===== src/rtl/mcp_rx_capture.sv =====
// Multi-cycle-path word receiver for the clk2 domain: synchronizes a toggle request,
// waits a settle margin, captures into a one-entry valid/ready buffer and returns a toggle ack.
// Optional even-parity check is enabled with the MCP_RX_PARITY_EN macro.
module mcp_rx_capture #(
  parameter int WIDTH       = 8,
  parameter int SYNC_STAGES = 2,
  parameter int SETTLE_CYC  = 1,
  parameter int CNT_W       = 16
) (
  input  logic             clk2,
  input  logic             reset,
  input  logic             req_toggle,
  input  logic [WIDTH-1:0] data_in,
`ifdef MCP_RX_PARITY_EN
  input  logic             data_par,
  output logic             par_err,
`endif
  output logic             ack_toggle,
  output logic [WIDTH-1:0] data_out,
  output logic             out_valid,
  input  logic             out_ready,
  output logic             busy,
  output logic [CNT_W-1:0] xfer_cnt,
  output logic [1:0]       state_dbg
);

  // Handshake: the buffer word transfers on any clk2 edge where out_valid && out_ready;
  // out_valid stays high and data_out stays constant until that edge.

  typedef enum logic [1:0] {
    IDLE     = 2'd0,
    SETTLE   = 2'd1,
    WAIT_BUF = 2'd2
  } state_t;

  state_t                 state_q, state_d;
  logic [SYNC_STAGES-1:0] sync_q;
  logic                   req_seen;
  logic [3:0]             cnt_q, cnt_d;
  logic                   req_sync;
  logic                   new_req;
  logic                   buf_free;
  logic                   capture;

  assign req_sync  = sync_q[SYNC_STAGES-1];
  assign new_req   = req_sync ^ req_seen;
  assign buf_free  = !out_valid || out_ready;
  assign busy      = (state_q != IDLE);
  assign state_dbg = state_q;

  always_comb begin
    state_d = state_q;
    cnt_d   = cnt_q;
    capture = 1'b0;
    case (state_q)
      IDLE: begin
        if (new_req) begin
          state_d = SETTLE;
          cnt_d   = 4'(SETTLE_CYC);
        end
      end
      SETTLE: begin
        if (cnt_q != 4'd0) begin
          cnt_d = cnt_q - 4'd1;
        end else if (buf_free) begin
          capture = 1'b1;
          state_d = IDLE;
        end else begin
          state_d = WAIT_BUF;
        end
      end
      WAIT_BUF: begin
        // Ack is withheld here, so data_in is still guaranteed stable at capture.
        if (buf_free) begin
          capture = 1'b1;
          state_d = IDLE;
        end
      end
      default: state_d = IDLE;
    endcase
  end

  always_ff @(posedge clk2) begin
    if (reset) begin
      sync_q     <= '0;
      req_seen   <= 1'b0;
      state_q    <= IDLE;
      cnt_q      <= 4'd0;
      ack_toggle <= 1'b0;
      data_out   <= '0;
      out_valid  <= 1'b0;
      xfer_cnt   <= '0;
`ifdef MCP_RX_PARITY_EN
      par_err    <= 1'b0;
`endif
    end else begin
      sync_q  <= {sync_q[SYNC_STAGES-2:0], req_toggle};
      state_q <= state_d;
      cnt_q   <= cnt_d;
      if (capture) begin
        data_out   <= data_in;
        out_valid  <= 1'b1;
        ack_toggle <= ~ack_toggle;
        req_seen   <= req_sync;
        xfer_cnt   <= xfer_cnt + CNT_W'(1);
`ifdef MCP_RX_PARITY_EN
        par_err    <= ^{data_in, data_par};
`endif
      end else if (out_valid && out_ready) begin
        out_valid <= 1'b0;
`ifdef MCP_RX_PARITY_EN
        par_err   <= 1'b0;
`endif
      end
    end
  end

endmodule


===== config.mk =====
export PLATFORM = sky130hd
export DESIGN_NAME = mcp_rx_capture
export DESIGN_NICKNAME = d
export VERILOG_FILES = /design/src/rtl/mcp_rx_capture.sv
export SDC_FILE = /design/constraint.sdc
export NUM_CORES = 1
export LEC_CHECK = 0
export BUFFER_PORTS_ARGS = -buffer_cell sky130_fd_sc_hd__buf_2
export CAP_MARGIN = 20
export CELL_PAD_IN_SITES_DETAIL_PLACEMENT = 0
export CELL_PAD_IN_SITES_GLOBAL_PLACEMENT = 2
export CORE_MARGIN = 3
export CORE_UTILIZATION = 28
export DETAILED_ROUTE_END_ITERATION = 8
export GPL_TIMING_DRIVEN = 0
export HOLD_SLACK_MARGIN = 0.12
export PLACE_DENSITY_LB_ADDON = 0.1
export SETUP_SLACK_MARGIN = 0.5
export SLEW_MARGIN = 5
export SYNTH_ARGS = -nofsm -noshare
export SYNTH_HDL_FRONTEND = slang
export SYNTH_SLANG_ARGS = --single-unit

===== constraint.sdc =====
create_clock -name clk2 -period 1.91 [get_ports clk2]
set_input_delay 0.382 -clock clk2 [delete_from_list [all_inputs] [get_ports clk2]]
set_output_delay 0.382 -clock clk2 [all_outputs]
set_load 0.005 [all_outputs]

==> results.cfg, run 1 <==
[global_route]
antenna_found_initial = 0
grt_use_total = 0.1271
grt_max_degree = 12
grt_pass1_vias = 1566
grt_first_pass_wirelength_um = 7314
gr-total-overflow = 0

[job]
drv_cap = 0

[synthesis]
synth_flop_cell = dfxtp_1
avgSynthCellArea_sq_um = 9.345
syn_nets = 196
syn_inst = 177
yosys_warnings = 0
ys_types = 41
synth_area_sq_um = 1654
ys_seq_area_frac = 0.4236
synth-edff-count = 0
async_flop_share = 0
ys_ff_latch = 35

[floorplanning]
fp.dieW_um = 82.86
rows = 27
ioPinCount = 41
die_h_um = 82.86
initial_core_util = 0.2950
coreArea_sq_um = 5608
die_area_sq_um = 6866

[clock_network]
cts_buffer_depth = 2
cts_hold_buffers = 0
ctsRootBufferMaster = clkbuf_8
cts_tree = built
cts-htree-levels = 2
cts_sinks = 35
clkTransAtPathRegs_ps = 70
clock_latency_ps = 290
cts_buffers = 5

[critical_path]
start_kind = flop
arrival_ps = 1990
worst-path-max-fanout = 7
cp.required_ps = 2130
critPathCaptureType = flop
path_class = flop to flop

[final_layout]
fillerInstances = 592
num-nets-final = 263
final_layout_size_suffix_gt1_frac = 0.4327
area_growth_syn_to_layout_pct = 46.44
mostFrequentLayoutCell = buf_2
stdcell_count = 317
n_antenna_cell = 0
fin_area_sq_um = 2422
final_cell_mix = 39 x buf_2, 31 x dfxtp_1, 20 x nor2_1

[detailed_routing]
ant_nets = 0
dr.pass1.iters = 4
wire_per_inst_um = 13.87
routed_via_density = 4.902
drtIter0Drc = 57
via_count = 1554
drc_errors = 0
wl_um = 4396

[pwr]
pwr-share-seq = 0.428
switching_share = 0.2751
pwr-share-comb = 0.241
power_density_nw_per_um2 = 749.3
clock_power_share = 0.330
power.leakage_nw = 1.038
ir_drop_mv = 0.2991
power_switching_w = 0.0004993
power.internal_w = 0.001316

[placement]
dp.cells = 288
portBuffers = 39
place_ws_ps = 8.372
dp_hpwl_um = 2916
place_area_sq_um = 1998
place_congestion = 0.7415

[timing]
worst_hold_slack_ps = 320.0
worst_slew_pin_slew_ps = 588.2
slew_headroom = 0.6079
period_minus_slack_ps = 1768
fin_ws_ps = 141.7
rsz0062_at_grt = yes
fmax_mhz = 565.5
final_max_slew_viol_count = 0
finalHoldViolations = 0
setup_viol = 0
skew_ps = 4.888
tns_ps = 0
timing.final.crit_share = 0.9258

[hold_path]
hold_path.class = primary input to flop

[outcome]
outcome = completed
[final timing paths]
path	startpoint	endpoint	slack [ps]	cells after the start
min reg2reg	sync_q[0]	sync_q[1]	450	1
max reg2reg	state_dbg[1]	xfer_cnt[13]	140	7
min	req_toggle	sync_q[0]	320	2
max	state_dbg[1]	xfer_cnt[13]	140	7
[stage by stage]
step                total power (W)  utilization
finish                     0.001815       0.4320
global route               0.001907       0.4320
CTS                        0.001780       0.4045
detailed placement         0.001098       0.3563
global placement           0.001090       0.3563
floorplan                  0.001022            -
[registers in the layout, indices dropped and copies added, names as in the netlist]
| name | cells |
|---|---|
| cnt_q | 4 |
| data_out | 8 |
| sync_q | 2 |
| state_dbg | 2 |
| xfer_cnt | 16 |
| out_valid | 1 |
| req_seen | 1 |
| ack_toggle | 1 |
[per-layer routing]
| layer | track usage | wire length (um) |
|---|---|---|
| met1 | 0.1573 | 2038 |
| met2 | 0.2070 | 2086 |
| met3 | 0.04167 | 220 |
| met4 | 0.04309 | 51 |
| met5 | 0 | 0 |
[cells in the mapped netlist (2+ instances only)]
cell	instances	area, sq um
o21ai_0	5	25.02
inv_1	10	37.54
xnor2_1	2	17.52
o31ai_1	7	52.55
nand2b_1	2	12.51
clkbuf_1	5	18.77
or4_1	7	52.55
nand3_1	4	20.02
a21oi_1	14	70.07
xor2_1	2	17.52
a21o_1	2	15.01
nor2_1	21	78.83
nand2_1	8	30.03
mux2i_1	13	130.1
ha_1	7	87.58
a221oi_1	2	17.52
and3_1	3	18.77
nor2b_1	2	12.51
dfxtp_1	35	700.7
nand4_1	2	12.51
or3_1	4	25.02
[power groups by stage]
| stage | clock, W | combinational [W] | sequential [W] |
|---|---|---|---|
| floorplan | 0 | 0.000227 | 0.000794 |
| global placement | 0 | 0.000295 | 0.000795 |
| detailed placement | 0 | 0.000301 | 0.000796 |
| finish | 0.000600 | 0.000438 | 0.000778 |
| CTS | 0.000619 | 0.000383 | 0.000778 |
| global route | 0.000645 | 0.000479 | 0.000782 |
[timing repair]
item | CTS | global route
resized for setup | 15 | 21
setup buffers | 14 | 6
gates cloned | 0 | 1
pin swaps | 15 | 13
setup endpoints to repair | 33 | 34
[worst max-delay path: stages, from the launching register on]
cell       delay (ps)
dfxtp_4           350
inv_4              60
ha_4              130
and4bb_4          280
o2111ai_4         170
buf_6             180
or4_1             400
a21oi_1           130
[cell families (layout without fill, tap and decap cells)]
| kind of cell | Yosys count | in the layout | synth area share |
|---|---|---|---|
| mux | 13 | 13 | 0.07867 |
| compound gates | 39 | 39 | 0.1732 |
| fa+ha+maj | 7 | 7 | 0.05295 |
| xor+xnor | 4 | 4 | 0.02118 |
| simple gates | 62 | 62 | 0.2065 |
| flops | 35 | 35 | 0.4236 |
| buf+inv | 17 | 85 | 0.04387 |
[final cells by class]
class | count | area (sq um) | area share
well taps | 72 | 90.09 | 0.03719
plain buffers | 7 | 46.29 | 0.01911
clock buffers | 7 | 96.34 | 0.03977
clock inverters | 1 | 7.507 | 0.003099
inverters | 10 | 40.04 | 0.01653
repair buffers | 60 | 392.9 | 0.1622
flip-flops and latches | 35 | 708.2 | 0.2924
multi-input cells | 125 | 1041 | 0.4298
(Power assumes the default switching activity.)
==> run 2, diff against run 1 <==
CORE_ASPECT_RATIO = 0.8   (was default)
==> results.cfg, run 2 (synthesis gave the netlist of run 1 again) <==
[clock_network]
cts_sinks = 35
ctsRootBufferMaster = clkbuf_8
cts_buffer_depth = 2
clkTransAtPathRegs_ps = 70
cts_hold_buffers = 0
clock_latency_ps = 290
cts_buffers = 5
cts_tree = built
cts-htree-levels = 2

[floorplanning]
initial_core_util = 0.2961
coreArea_sq_um = 5585
die_h_um = 74.75
die_area_sq_um = 6871
ioPinCount = 41
rows = 24
fp.dieW_um = 91.93

[critical_path]
arrival_ps = 2020
path_class = flop to flop
crit_start = cnt_q[0]
critPathCaptureType = flop
r2r-end = xfer_cnt[12]
r2r_slack_ps = 100
worst-path-max-fanout = 5
reg2reg_from = cnt_q[0]
reg2reg_depth = 7
cp.required_ps = 2120
start_kind = flop
crit_path_end = xfer_cnt[12]

[detailed_routing]
drc_errors = 0
wl_um = 4634
via_count = 1563
ant_nets = 0
wire_per_inst_um = 14.57
drtIter0Drc = 44
routed_via_density = 4.915
dr.pass1.iters = 6

[placement]
dp_hpwl_um = 3117
portBuffers = 39
place_congestion = 0.8200

[global_route]
grt_use_total = 0.1350
grt_pass1_vias = 1467
gr-total-overflow = 0
grt_max_degree = 11
use_met3 = 0.03497
use_met2 = 0.2201
antenna_found_initial = 0
top_usage_layer = met2
grt_first_pass_wirelength_um = 7251
grt_util_met1 = 0.1755

[pwr]
ir_drop_mv = 0.2598
clock_power_share = 0.330
power.internal_w = 0.001305
switching_share = 0.2760
power_density_nw_per_um2 = 766.8
pwr-share-seq = 0.434
pwr-share-comb = 0.236
power_switching_w = 0.0004976
power.leakage_nw = 1.012

[final_layout]
n_antenna_cell = 0
area_growth_syn_to_layout_pct = 42.13
largest_register_ffs = 16
num-nets-final = 258
regMostFlops = xfer_cnt
reg.largest.list = xfer_cnt x16, data_out x8, cnt_q x4
final_cell_mix = 38 x buf_2, 31 x dfxtp_1, 20 x nor2_1
mostFrequentLayoutCell = buf_2
final_layout_size_suffix_gt1_frac = 0.3917

[outcome]
outcome = completed

[timing]
slew_headroom = 0.6132
finalHoldViolations = 0
period_minus_slack_ps = 1811
fmax_mhz = 552.3
skew_ps = 4.901
tns_ps = 0
timing.final.crit_share = 0.9480
worst_slew_pin_slew_ps = 580.1
final_max_slew_viol_count = 0
rsz0062_at_grt = yes
worst_hold_slack_ps = 316.4
setup_viol = 0

[hold_path]
hold_path.class = primary input to flop

[job]
drv_cap = 0
==> run 2: changes by cell type in the layout (fill, tap and decap cells not counted), moves of 2 or more <==
cell,before,now
buf_4,14,10
a21oi_1,10,12
a21oi_2,4,2
o21ai_0,3,5
o31ai_1,3,5
o31ai_2,4,2
or4_1,6,4
or4_4,1,3
==> run 2: power groups by stage <==
| stage | Combinational (W) | Clock [W] | Sequential [W] |
|---|---|---|---|
| after floorplan | 0.000227 | 0 | 0.000794 |
| after global placement | 0.000296 | 0 | 0.000797 |
| after detailed placement | 0.000304 | 0 | 0.000798 |
| after CTS | 0.000385 | 0.000620 | 0.000781 |
| after global routing | 0.000459 | 0.000643 | 0.000786 |
| final | 0.000426 | 0.000595 | 0.000781 |
==> run 2: critical path, cell delays in order (launching register included) <==
cell and delay [ps]:
dfxtp_4 350, inv_4 60, ha_4 130, and4bb_4 290
o2111ai_4 160, buf_6 170, or4_1 410, a21oi_1 150
==> run 2: how the worst min path moves through the flow <==
stage / start / to / slack, ps / cells after the start
2_1_floorplan: sync_q[0] / sync_q[1] / 410 / 1
3_3_place_gp: sync_q[0] / sync_q[1] / 440 / 1
3_5_place_dp: sync_q[0] / sync_q[1] / 450 / 1
4_1_cts: req_toggle / sync_q[0] / 310 / 2
5_1_grt: data_in[3] / data_out[3] / 330 / 3
6_report: req_toggle / sync_q[0] / 320 / 2
==> run 2: layout make-up <==
class,instances,area [sq um]
clock buffer,8,100.1
inverter,10,42.54
tap,78,97.59
multi-input combinational,125,1010
fill,596,3234
timing repair buffer,55,344.1
buffer,7,46.29
sequential,35,710.7
==> run 2: per-layer routing <==
layer | up-vias | wire [um]
met4 | 0 | 68
met3 | 9 | 240
met1 | 738 | 2272
li1 | 768 | -
met2 | 48 | 2053
met5 | - | 0
==> run 2: timing repair <==
action / CTS / global route
endpoints found under the setup margin: 33 / 34
buffers inserted: 13 / 3
pin swaps: 12 / 12
resized for setup: 14 / 17
==> run 2: stage by stage <==
stage               utilization  cells  area, sq um  total power, W  setup slack (ps)
finish                   0.4209    318         2351        0.001803             99.25
global route             0.4209    318         2351        0.001888             38.37
CTS                      0.4059    315         2267        0.001787             107.3
detailed placement       0.3591    294         2006        0.001102             19.78
global placement         0.3591    294         2006        0.001092             43.55
floorplan                     -    177         1713        0.001022             173.6
==> run 3, diff against run 2 <==
CORE_UTILIZATION = 34   (was 28)
SETUP_SLACK_MARGIN = 0.15   (was 0.5)
clock period = 2.1 ns   (was 1.91 ns; I/O delays follow)
==> results.cfg, run 3 (synthesis gave the netlist of run 1 again) <==
[timing]
final_max_slew_viol_count = 0
finalHoldViolations = 0
skew_ps = 8.954
rsz0062_at_grt = no
period_minus_slack_ps = 1847
fin_ws_ps = 253.1
tns_ps = 0
timing.final.crit_share = 0.8795
worst_slew_pin_slew_ps = 506.1
slew_headroom = 0.6623
fmax_mhz = 541.4
setup_viol = 0

[detailed_routing]
dr.pass1.iters = 4
drtIter0Drc = 42
routed_via_density = 5.117
wl_um = 3943
drc_errors = 0
ant_nets = 0
via_count = 1489
wire_per_inst_um = 13.55

[clock_network]
cts_hold_buffers = 0
clock_latency_ps = 280
cts_buffers = 5
cts_tree = built
cts_buffer_depth = 2
ctsRootBufferMaster = clkbuf_8
clkTransAtPathRegs_ps = 60
cts_sinks = 35
cts-htree-levels = 2

[critical_path]
slowest_stage = or3b_2
cp.required_ps = 2250
critPathMaxStageDelay_ps = 500
start_kind = flop
path_class = flop to flop
path_cells = inv_1, ha_4, or3b_2, a221oi_4, mux2i_1, nor2_1
worst-path-max-fanout = 3
arrival_ps = 2000
critPathCaptureType = flop

[global_route]
use_met2 = 0.2411
top_usage_layer = met2
grt_first_pass_wirelength_um = 6679
grt_use_total = 0.1476
use_met3 = 0.05174
grt_util_met1 = 0.1803
grt_pass1_vias = 1470
antenna_found_initial = 0
gr-total-overflow = 0
grt_max_degree = 11

[floorplanning]
initial_core_util = 0.3556
die_h_um = 68.39
rows = 22
coreArea_sq_um = 4652
ioPinCount = 41
fp.dieW_um = 83.98
die_area_sq_um = 5743

[hold_path]
hold_path.class = primary input to flop

[final_layout]
largest_register_ffs = 16
num-nets-final = 249
n_antenna_cell = 0
final_layout_size_suffix_gt1_frac = 0.2857
final_cell_mix = 40 x buf_2, 33 x dfxtp_1, 21 x nor2_1
postLayoutCoreUtil = 0.4535
regArea_sq_um = 703.2
reg.largest.list = xfer_cnt x16, data_out x8, cnt_q x4
area_growth_syn_to_layout_pct = 27.53
fillerInstances = 459
regMostFlops = xfer_cnt
multi_input_area_sq_um = 925.9
mostFrequentLayoutCell = buf_2
stdcell_count = 291

[placement]
place_congestion = 0.8218
portBuffers = 39
dp.cells = 276
place_ws_ps = -34.12
dp_hpwl_um = 2834

[pwr]
power.leakage_nw = 0.9313
ir_drop_mv = 0.3021
power_density_nw_per_um2 = 691.6

[job]
drv_cap = 0

[outcome]
outcome = completed
## run 3: cell types whose count changed in the layout (fill, tap and decap cells not counted), sizes merged
cell,delta
buf,-9
clkbuf,-1
clkinv,+1
## run 3: path summary, 6_finish.rpt
| kind | start | endpoint | slack (ps) | cells after the start |
|---|---|---|---|---|
| worst min-delay path | req_toggle | sync_q[0] | 350 | 2 |
| worst max register to register | cnt_q[1] | state_dbg[0] | 250 | 6 |
| worst min register to register | sync_q[0] | sync_q[1] | 440 | 1 |
| worst max-delay path | cnt_q[1] | state_dbg[0] | 250 | 6 |
## run 3: power by group
group	leakage, nW	internal (W)	switching, W
Clock	0.0422	0.000233	0.000229
Sequential	0.284	0.000688	0.0000208
Combinational	0.605	0.000138	0.000150
Total	0.931	0.00106	0.000400
## run 3: what timing repair did
item	in CTS	in global routing
buffers inserted	1	5
setup endpoints to repair	17	5
cloned	0	1
endpoints found under the hold margin	0	0
gates resized for setup	6	7
pin swaps	0	3
## run 3: worst max-delay path: cells and delay by family, from the launching register on
family | cells | cell delay [ps]
AND/OR/NAND/NOR | 2 | 550
AO/OA/AOI/OAI | 1 | 360
flip-flops | 1 | 330
multiplexers | 1 | 230
adder cells (fa/ha/maj) | 1 | 150
buffers and inverters | 1 | 110
## run 3: cell type report
| cell class | count | area share |
|---|---|---|
| flip-flops and latches | 35 | 0.3333 |
| repair buffers | 46 | 0.1163 |
| plain buffers | 7 | 0.01957 |
| multi-input cells | 125 | 0.4389 |
| clock inverters | 1 | 0.002372 |
| well taps | 60 | 0.03559 |
| inverters | 10 | 0.01779 |
| clock buffers | 7 | 0.03618 |
## run 3: per-layer routing
metal / up-vias / wire length, um
li1: 755 / -
met1: 672 / 1856
met2: 58 / 1771
met3: 4 / 275
met4: 0 / 40
met5: - / 0
## run 3: per-stage QoR
| step | area [sq um] | total power, W | hold slack, ps |
|---|---|---|---|
| after floorplan | 1654 | 0.0008936 | 413.8 |
| after global placement | 1924 | 0.0009520 | 434.4 |
| after detailed placement | 1924 | 0.0009615 | 432.1 |
| after CTS | 2036 | 0.001445 | 351.7 |
| after global routing | 2110 | 0.001558 | 364.7 |
| final | 2110 | 0.001459 | 353.1 |
